===== src/rtl/axi4l_pkg.sv =====
// Shared AXI4-Lite types and response codes used by initiators and peripherals.
`timescale 1ns/1ps
package axi4l_pkg;

   typedef logic [31:0] addr_t;
   typedef logic [31:0] data_t;
   typedef logic [3:0]  strb_t;
   typedef logic [1:0]  resp_t;
   typedef logic [2:0]  prot_t;

   localparam resp_t OKAY   = 2'b00;
   localparam resp_t EXOKAY = 2'b01;
   localparam resp_t SLVERR = 2'b10;
   localparam resp_t DECERR = 2'b11;

   function automatic logic resp_is_err(input resp_t r);
      return r != OKAY;
   endfunction

endpackage


===== src/rtl/axi4l_if.sv =====
// AXI4-Lite channel bundle shared by the SoC initiator and its peripherals.
`timescale 1ns/1ps
interface axi4l_if;
   import axi4l_pkg::*;

   logic  aclk;
   logic  aresetn;

   addr_t awaddr;
   prot_t awprot;
   logic  awvalid;
   logic  awready;

   data_t wdata;
   strb_t wstrb;
   logic  wvalid;
   logic  wready;

   resp_t bresp;
   logic  bvalid;
   logic  bready;

   addr_t araddr;
   prot_t arprot;
   logic  arvalid;
   logic  arready;

   data_t rdata;
   resp_t rresp;
   logic  rvalid;
   logic  rready;

   modport master (
      input  aclk, aresetn,
      output awaddr, awprot, awvalid, input awready,
      output wdata, wstrb, wvalid, input wready,
      input  bresp, bvalid, output bready,
      output araddr, arprot, arvalid, input arready,
      input  rdata, rresp, rvalid, output rready
   );

   modport slave (
      input  aclk, aresetn,
      input  awaddr, awprot, awvalid, output awready,
      input  wdata, wstrb, wvalid, output wready,
      output bresp, bvalid, input bready,
      input  araddr, arprot, arvalid, output arready,
      output rdata, rresp, rvalid, input rready
   );

endinterface


===== src/rtl/obi_axi4l_master.sv =====
// OBI request port to AXI4-Lite initiator, one transaction in flight at a time.
// Response returns as a registered one-cycle data_rvalid pulse three cycles after grant at best.
`timescale 1ns/1ps
module obi_axi4l_master
   import axi4l_pkg::*;
#(
   parameter prot_t AXPROT    = 3'b000,
   parameter data_t ERR_RDATA = 32'h0000_0000
) (
   input  logic         clk,
   input  logic         rst,
   input  logic         data_req,
   output logic         data_gnt,
   input  logic         data_we,
   input  logic [3:0]   data_be,
   input  logic [31:0]  data_addr,
   input  logic [31:0]  data_wdata,
   output logic         data_rvalid,
   output logic [31:0]  data_rdata,
   output logic         data_err,
   axi4l_if.master      axi
);

   typedef enum logic [2:0] {IDLE, WRITE, WRESP, READ, RRESP} state_e;

   state_e state_q;
   addr_t  addr_q;
   data_t  wdata_q;
   strb_t  strb_q;
   logic   awvalid_q, wvalid_q, arvalid_q, bready_q, rready_q;
   logic   rvalid_q, err_q;
   data_t  rdata_q;

   // A channel counts as done once its valid has dropped or it handshakes this cycle.
   logic aw_done, w_done;
   assign aw_done = ~awvalid_q | axi.awready;
   assign w_done  = ~wvalid_q  | axi.wready;

   assign data_gnt    = (state_q == IDLE) & data_req;
   assign data_rvalid = rvalid_q;
   assign data_rdata  = rdata_q;
   assign data_err    = err_q;

   assign axi.awaddr  = addr_q;
   assign axi.awprot  = AXPROT;
   assign axi.awvalid = awvalid_q;
   assign axi.wdata   = wdata_q;
   assign axi.wstrb   = strb_q;
   assign axi.wvalid  = wvalid_q;
   assign axi.bready  = bready_q;
   assign axi.araddr  = addr_q;
   assign axi.arprot  = AXPROT;
   assign axi.arvalid = arvalid_q;
   assign axi.rready  = rready_q;

   always_ff @(posedge clk) begin
      if (rst) begin
         state_q   <= IDLE;
         addr_q    <= '0;
         wdata_q   <= '0;
         strb_q    <= '0;
         awvalid_q <= 1'b0;
         wvalid_q  <= 1'b0;
         arvalid_q <= 1'b0;
         bready_q  <= 1'b0;
         rready_q  <= 1'b0;
         rvalid_q  <= 1'b0;
         err_q     <= 1'b0;
         rdata_q   <= '0;
      end else begin
         rvalid_q <= 1'b0;
         case (state_q)
            IDLE: begin
               if (data_req) begin
                  addr_q  <= data_addr & ~32'h3;
                  wdata_q <= data_wdata;
                  strb_q  <= data_be;
                  if (data_we) begin
                     state_q   <= WRITE;
                     awvalid_q <= 1'b1;
                     wvalid_q  <= 1'b1;
                  end else begin
                     state_q   <= READ;
                     arvalid_q <= 1'b1;
                  end
               end
            end
            WRITE: begin
               if (awvalid_q && axi.awready) awvalid_q <= 1'b0;
               if (wvalid_q && axi.wready)   wvalid_q  <= 1'b0;
               if (aw_done && w_done) begin
                  state_q  <= WRESP;
                  bready_q <= 1'b1;
               end
            end
            WRESP: begin
               if (axi.bvalid) begin
                  state_q  <= IDLE;
                  bready_q <= 1'b0;
                  rvalid_q <= 1'b1;
                  err_q    <= resp_is_err(axi.bresp);
               end
            end
            READ: begin
               if (axi.arready) begin
                  state_q   <= RRESP;
                  arvalid_q <= 1'b0;
                  rready_q  <= 1'b1;
               end
            end
            RRESP: begin
               if (axi.rvalid) begin
                  state_q  <= IDLE;
                  rready_q <= 1'b0;
                  rvalid_q <= 1'b1;
                  err_q    <= resp_is_err(axi.rresp);
                  rdata_q  <= resp_is_err(axi.rresp) ? ERR_RDATA : axi.rdata;
               end
            end
            default: state_q <= IDLE;
         endcase
      end
   end

endmodule


===== src/flat_wrapper.sv =====
// flat-port wrapper written by rule: the top's interface ports become plain ports
module obi_axi4l_master_flat import axi4l_pkg::*;
#(
   parameter prot_t AXPROT    = 3'b000,
   parameter data_t ERR_RDATA = 32'h0000_0000
)
  (clk, rst, data_req, data_gnt, data_we, data_be, data_addr, data_wdata, data_rvalid, data_rdata, data_err, axi_aclk, axi_aresetn, axi_awaddr, axi_awprot, axi_awvalid, axi_awready, axi_wdata, axi_wstrb, axi_wvalid, axi_wready, axi_bresp, axi_bvalid, axi_bready, axi_araddr, axi_arprot, axi_arvalid, axi_arready, axi_rdata, axi_rresp, axi_rvalid, axi_rready);
  axi4l_if axi_i ();
  input  logic clk;
  input  logic rst;
  input  logic data_req;
  output logic data_gnt;
  input  logic data_we;
  input  logic [3:0] data_be;
  input  logic [31:0] data_addr;
  input  logic [31:0] data_wdata;
  output logic data_rvalid;
  output logic [31:0] data_rdata;
  output logic data_err;
  input wire logic [$bits(axi_i.aclk)-1:0] axi_aclk;
  input wire logic [$bits(axi_i.aresetn)-1:0] axi_aresetn;
  output wire logic [$bits(axi_i.awaddr)-1:0] axi_awaddr;
  output wire logic [$bits(axi_i.awprot)-1:0] axi_awprot;
  output wire logic [$bits(axi_i.awvalid)-1:0] axi_awvalid;
  input wire logic [$bits(axi_i.awready)-1:0] axi_awready;
  output wire logic [$bits(axi_i.wdata)-1:0] axi_wdata;
  output wire logic [$bits(axi_i.wstrb)-1:0] axi_wstrb;
  output wire logic [$bits(axi_i.wvalid)-1:0] axi_wvalid;
  input wire logic [$bits(axi_i.wready)-1:0] axi_wready;
  input wire logic [$bits(axi_i.bresp)-1:0] axi_bresp;
  input wire logic [$bits(axi_i.bvalid)-1:0] axi_bvalid;
  output wire logic [$bits(axi_i.bready)-1:0] axi_bready;
  output wire logic [$bits(axi_i.araddr)-1:0] axi_araddr;
  output wire logic [$bits(axi_i.arprot)-1:0] axi_arprot;
  output wire logic [$bits(axi_i.arvalid)-1:0] axi_arvalid;
  input wire logic [$bits(axi_i.arready)-1:0] axi_arready;
  input wire logic [$bits(axi_i.rdata)-1:0] axi_rdata;
  input wire logic [$bits(axi_i.rresp)-1:0] axi_rresp;
  input wire logic [$bits(axi_i.rvalid)-1:0] axi_rvalid;
  output wire logic [$bits(axi_i.rready)-1:0] axi_rready;
  assign axi_i.aclk = axi_aclk;
  assign axi_i.aresetn = axi_aresetn;
  assign axi_awaddr = axi_i.awaddr;
  assign axi_awprot = axi_i.awprot;
  assign axi_awvalid = axi_i.awvalid;
  assign axi_i.awready = axi_awready;
  assign axi_wdata = axi_i.wdata;
  assign axi_wstrb = axi_i.wstrb;
  assign axi_wvalid = axi_i.wvalid;
  assign axi_i.wready = axi_wready;
  assign axi_i.bresp = axi_bresp;
  assign axi_i.bvalid = axi_bvalid;
  assign axi_bready = axi_i.bready;
  assign axi_araddr = axi_i.araddr;
  assign axi_arprot = axi_i.arprot;
  assign axi_arvalid = axi_i.arvalid;
  assign axi_i.arready = axi_arready;
  assign axi_i.rdata = axi_rdata;
  assign axi_i.rresp = axi_rresp;
  assign axi_i.rvalid = axi_rvalid;
  assign axi_rready = axi_i.rready;
  obi_axi4l_master #(.AXPROT(AXPROT), .ERR_RDATA(ERR_RDATA)) u_core (.clk(clk), .rst(rst), .data_req(data_req), .data_gnt(data_gnt), .data_we(data_we), .data_be(data_be), .data_addr(data_addr), .data_wdata(data_wdata), .data_rvalid(data_rvalid), .data_rdata(data_rdata), .data_err(data_err), .axi(axi_i));
endmodule

===== config.mk =====
export PLATFORM = sky130hd
export DESIGN_NAME = obi_axi4l_master_flat
export DESIGN_NICKNAME = d
export VERILOG_FILES = /design/src/rtl/axi4l_pkg.sv /design/src/rtl/axi4l_if.sv /design/src/rtl/obi_axi4l_master.sv /design/src/flat_wrapper.sv
export SDC_FILE = /design/constraint.sdc
export NUM_CORES = 1
export LEC_CHECK = 0
export CORE_ASPECT_RATIO = 0.6
export CORE_MARGIN = 2
export CORE_UTILIZATION = 37
export DETAILED_ROUTE_END_ITERATION = 8
export GPL_TIMING_DRIVEN = 0
export PLACE_DENSITY = 0.81
export SETUP_SLACK_MARGIN = 0.2
export SLEW_MARGIN = 5
export SYNTH_ARGS = -nofsm -noshare
export SYNTH_HDL_FRONTEND = slang
export SYNTH_SLANG_ARGS = --single-unit

===== constraint.sdc =====
create_clock -name clk -period 1.9 [get_ports clk]
set_clock_uncertainty 0.05 [all_clocks]
set_input_delay 0.19 -clock clk [delete_from_list [all_inputs] [get_ports clk]]
set_output_delay 0.19 -clock clk [all_outputs]
set_load 0.005 [all_outputs]

==> metrics.txt <==
Setup violations, final=0; Vias=4,341; Tmin final=1.80 ns; Main synth FF type=dfxtp_1; M3 GR Usage=9.16%; ys async rst share=0%; syn_area_per_cell=8.29 um2; WP data required=1.66 ns; Max Transition Viols Final=0; post-synthesis cell type count=35; clk_lat worst skew=0.33 ns; Tcrit/Tclk final=94.9%; Overall Global Routing Usage=21.7%; Remaining DRCs=0; register area share after synthesis=52.4%; DRT iter0 DRCs=208; Num CTS Buffers=9; CP Capture Type=output pin; Die H=85.8 um; H-tree lvl count=3; gr ovfl total=0; status=completed; FF+latch count, synth=108; Initial Util=38.6%; Num Clock Sinks=108; vias in the first global route=4,263; setup repair after global routing missed its margin=yes; Max VDD drop=0.457 mV; die width=140 um; Port Buffers=245; GR peak layer=met2; largest net degree at the start of global routing=17; GRT met2 Usage=40.2%; layout cells sized above 1=13.6%; hold_buf cts=0; area of the core=0.0107 mm2; Worst slew margin=64.2%; placement row count=29; static leakage=2.82 nW; clock buffer depth=2; Critical Path Start Type=primary input; Layout area overhead=77.5%; fill cell count=841; routed len/inst=14.8 um; number of synthesized flops with an enable pin=0; ant diodes=0; Root Buffer=clkbuf_16; Die ar.=0.0120 mm2; worst r2r path cells=7; setup TNS=0 ns; Hold Path Cell Cnt=3; Cells after Synth=498; DR vias/cell=4.73; Detailed Place HPWL=10,500 um; Crit Path Class=primary input to output pin; Area after DPL=0.00679 mm2; register clock-pin slew on the reported worst setup and hold paths=0.07 ns; Synth warnings=0; CP arrival=1.56 ns; P per Cell Area=776 mW/mm2; gpl congestion=0.837; Fmax=554 MHz; CTS tree=done; Netlist Area Pre-Place=0.00413 mm2; antenna viol nets, final=0; Sequential Area=0.00217 mm2; met1 Track Usage GR=23.6%; first-pass GRT wire length=20,900 um; Hold WC Path Type=primary input to flop; Routed WL=13,600 um; I/O Pins=261; crit-path max FO=3; Multi-input gate area=0.00157 mm2; DRT Pass-1 Iters=4; antenna violations before repair=0; Tightest Pin Transition=0.537 ns; # Max-Cap Violations=0; final layout net count=889; Design Area, Final=0.00733 mm2; final hold vios=0
-- cells in the mapped netlist, drive strengths merged (2+ instances only) --
master	count	area [um2]
buf	59	409
nand2	136	510
nor3	3	20.0
dfxtp	108	2160
a211oi	3	22.5
nor2	44	165
a21oi	70	350
nor2b	2	12.5
clkbuf	18	67.6
a22oi	32	240
nand3b	2	15.0
nand2b	2	12.5
-- state kept, by name, indices dropped and copies added (netlist names) --
signal	count
u_core.axi.araddr	30
u_core.axi.arvalid	1
u_core.axi.awvalid	1
u_core.axi.bready	1
u_core.axi.rready	1
u_core.axi.wdata	32
u_core.axi.wstrb	4
u_core.axi.wvalid	1
u_core.data_err	1
u_core.data_rdata	32
u_core.data_rvalid	1
u_core.state_q	3
-- cell type report --
class,instances,share of cell area [%]
Buffer,77,8.00
Inverter,2,0.273
Clock inverter,4,0.375
Multi-Input combinational cell,320,21.4
Tap cell,139,2.37
Timing Repair Buffer,256,34.8
Clock buffer,11,3.17
Sequential cell,108,29.5
-- cells by family (layout without fill, tap and decap cells) --
group	after synthesis	count (layout)	share of synthesized area [%]
compound gates	110	110	15.8
buf+inv	79	350	11.8
flops	108	108	52.4
mux	1	1	0.242
other cells	1	10	0.0908
simple gates	199	199	19.7
-- per-stage QoR --
| step | power, mW | cells | setup WS, ns | hold WS (ns) | util, % |
|---|---|---|---|---|---|
| 3_3_place_gp | 3.83 | 891 | -0.536 | 0.391 | 63.4 |
| 4_1_cts | 5.65 | 914 | 0.112 | 0.340 | 67.2 |
| 6_report | 5.69 | 917 | 0.0964 | 0.354 | 68.5 |
| 2_1_floorplan | 3.09 | 507 | 0.358 | 0.237 | - |
| 3_5_place_dp | 3.87 | 891 | -0.529 | 0.398 | 63.4 |
| 5_1_grt | 5.96 | 917 | 0.0662 | 0.341 | 68.5 |
-- power by group --
part / switching [mW] / leakage, nW / internal [mW]
clock: 0.809 / 0.118 / 0.882
combinational: 0.566 / 1.82 / 0.910
sequential: 0.106 / 0.882 / 2.42
total: 1.48 / 2.82 / 4.21
-- path summary, 6_finish.rpt --
path,startpoint,slack (ns),to
setup / recovery,data_req,0.1,data_gnt
setup reg to reg,u_core.state_q[2],0.12,u_core.axi.araddr[25]
hold / removal,data_addr[16],0.35,u_core.axi.araddr[16]
hold reg to reg,u_core.axi.wdata[31],0.41,u_core.axi.wdata[31]
-- per-layer routing --
metal,routed length (um),share of wire (%)
met5,0,0
met4,132,0.97
met3,1260,9.2
met2,6890,51
met1,5330,39
-- worst max-delay path: stages --
cell             delay [ns]
clkdlybuf4s50_1        0.53
or4b_4                 0.48
buf_6                  0.15
clkinv_8               0.04
buf_8                  0.09
buf_6                  0.08
-- layout by cell type (no fill, tap or decap), drive strengths merged --
| cell type | count |
|---|---|
| or3 | 1 |
| nor2b | 2 |
| inv | 1 |
| o311ai | 1 |
| nand4 | 1 |
| nand4bb | 1 |
| nor4bb | 1 |
| or3b | 1 |
| a22oi | 32 |
| nor4b | 1 |
| nand3 | 1 |
| clkinv | 2 |
| nor3 | 3 |
| and3 | 1 |
| a211o | 1 |
| nand2b | 2 |
| a211oi | 3 |
| clkinvlp | 3 |
| nand3b | 2 |
| conb | 10 |
| o31ai | 1 |
| a31oi | 1 |
| nand2 | 136 |
| clkbuf | 29 |
| a21oi | 70 |
| a311oi | 1 |
| dfxtp | 108 |
| clkdlybuf4s50 | 244 |
| buf | 71 |
| nor2 | 44 |
| mux2i | 1 |
| or4b | 1 |
| or2 | 1 |
-- what timing repair did --
action,4_1_cts,5_1_grt
hold endpoints to repair,0,0
endpoints found under the setup margin,40,102
setup buffers,7,2
pin swaps,2,4
cloned,1,1
resized for setup,29,46
Power figures use the tool's default switching activity.
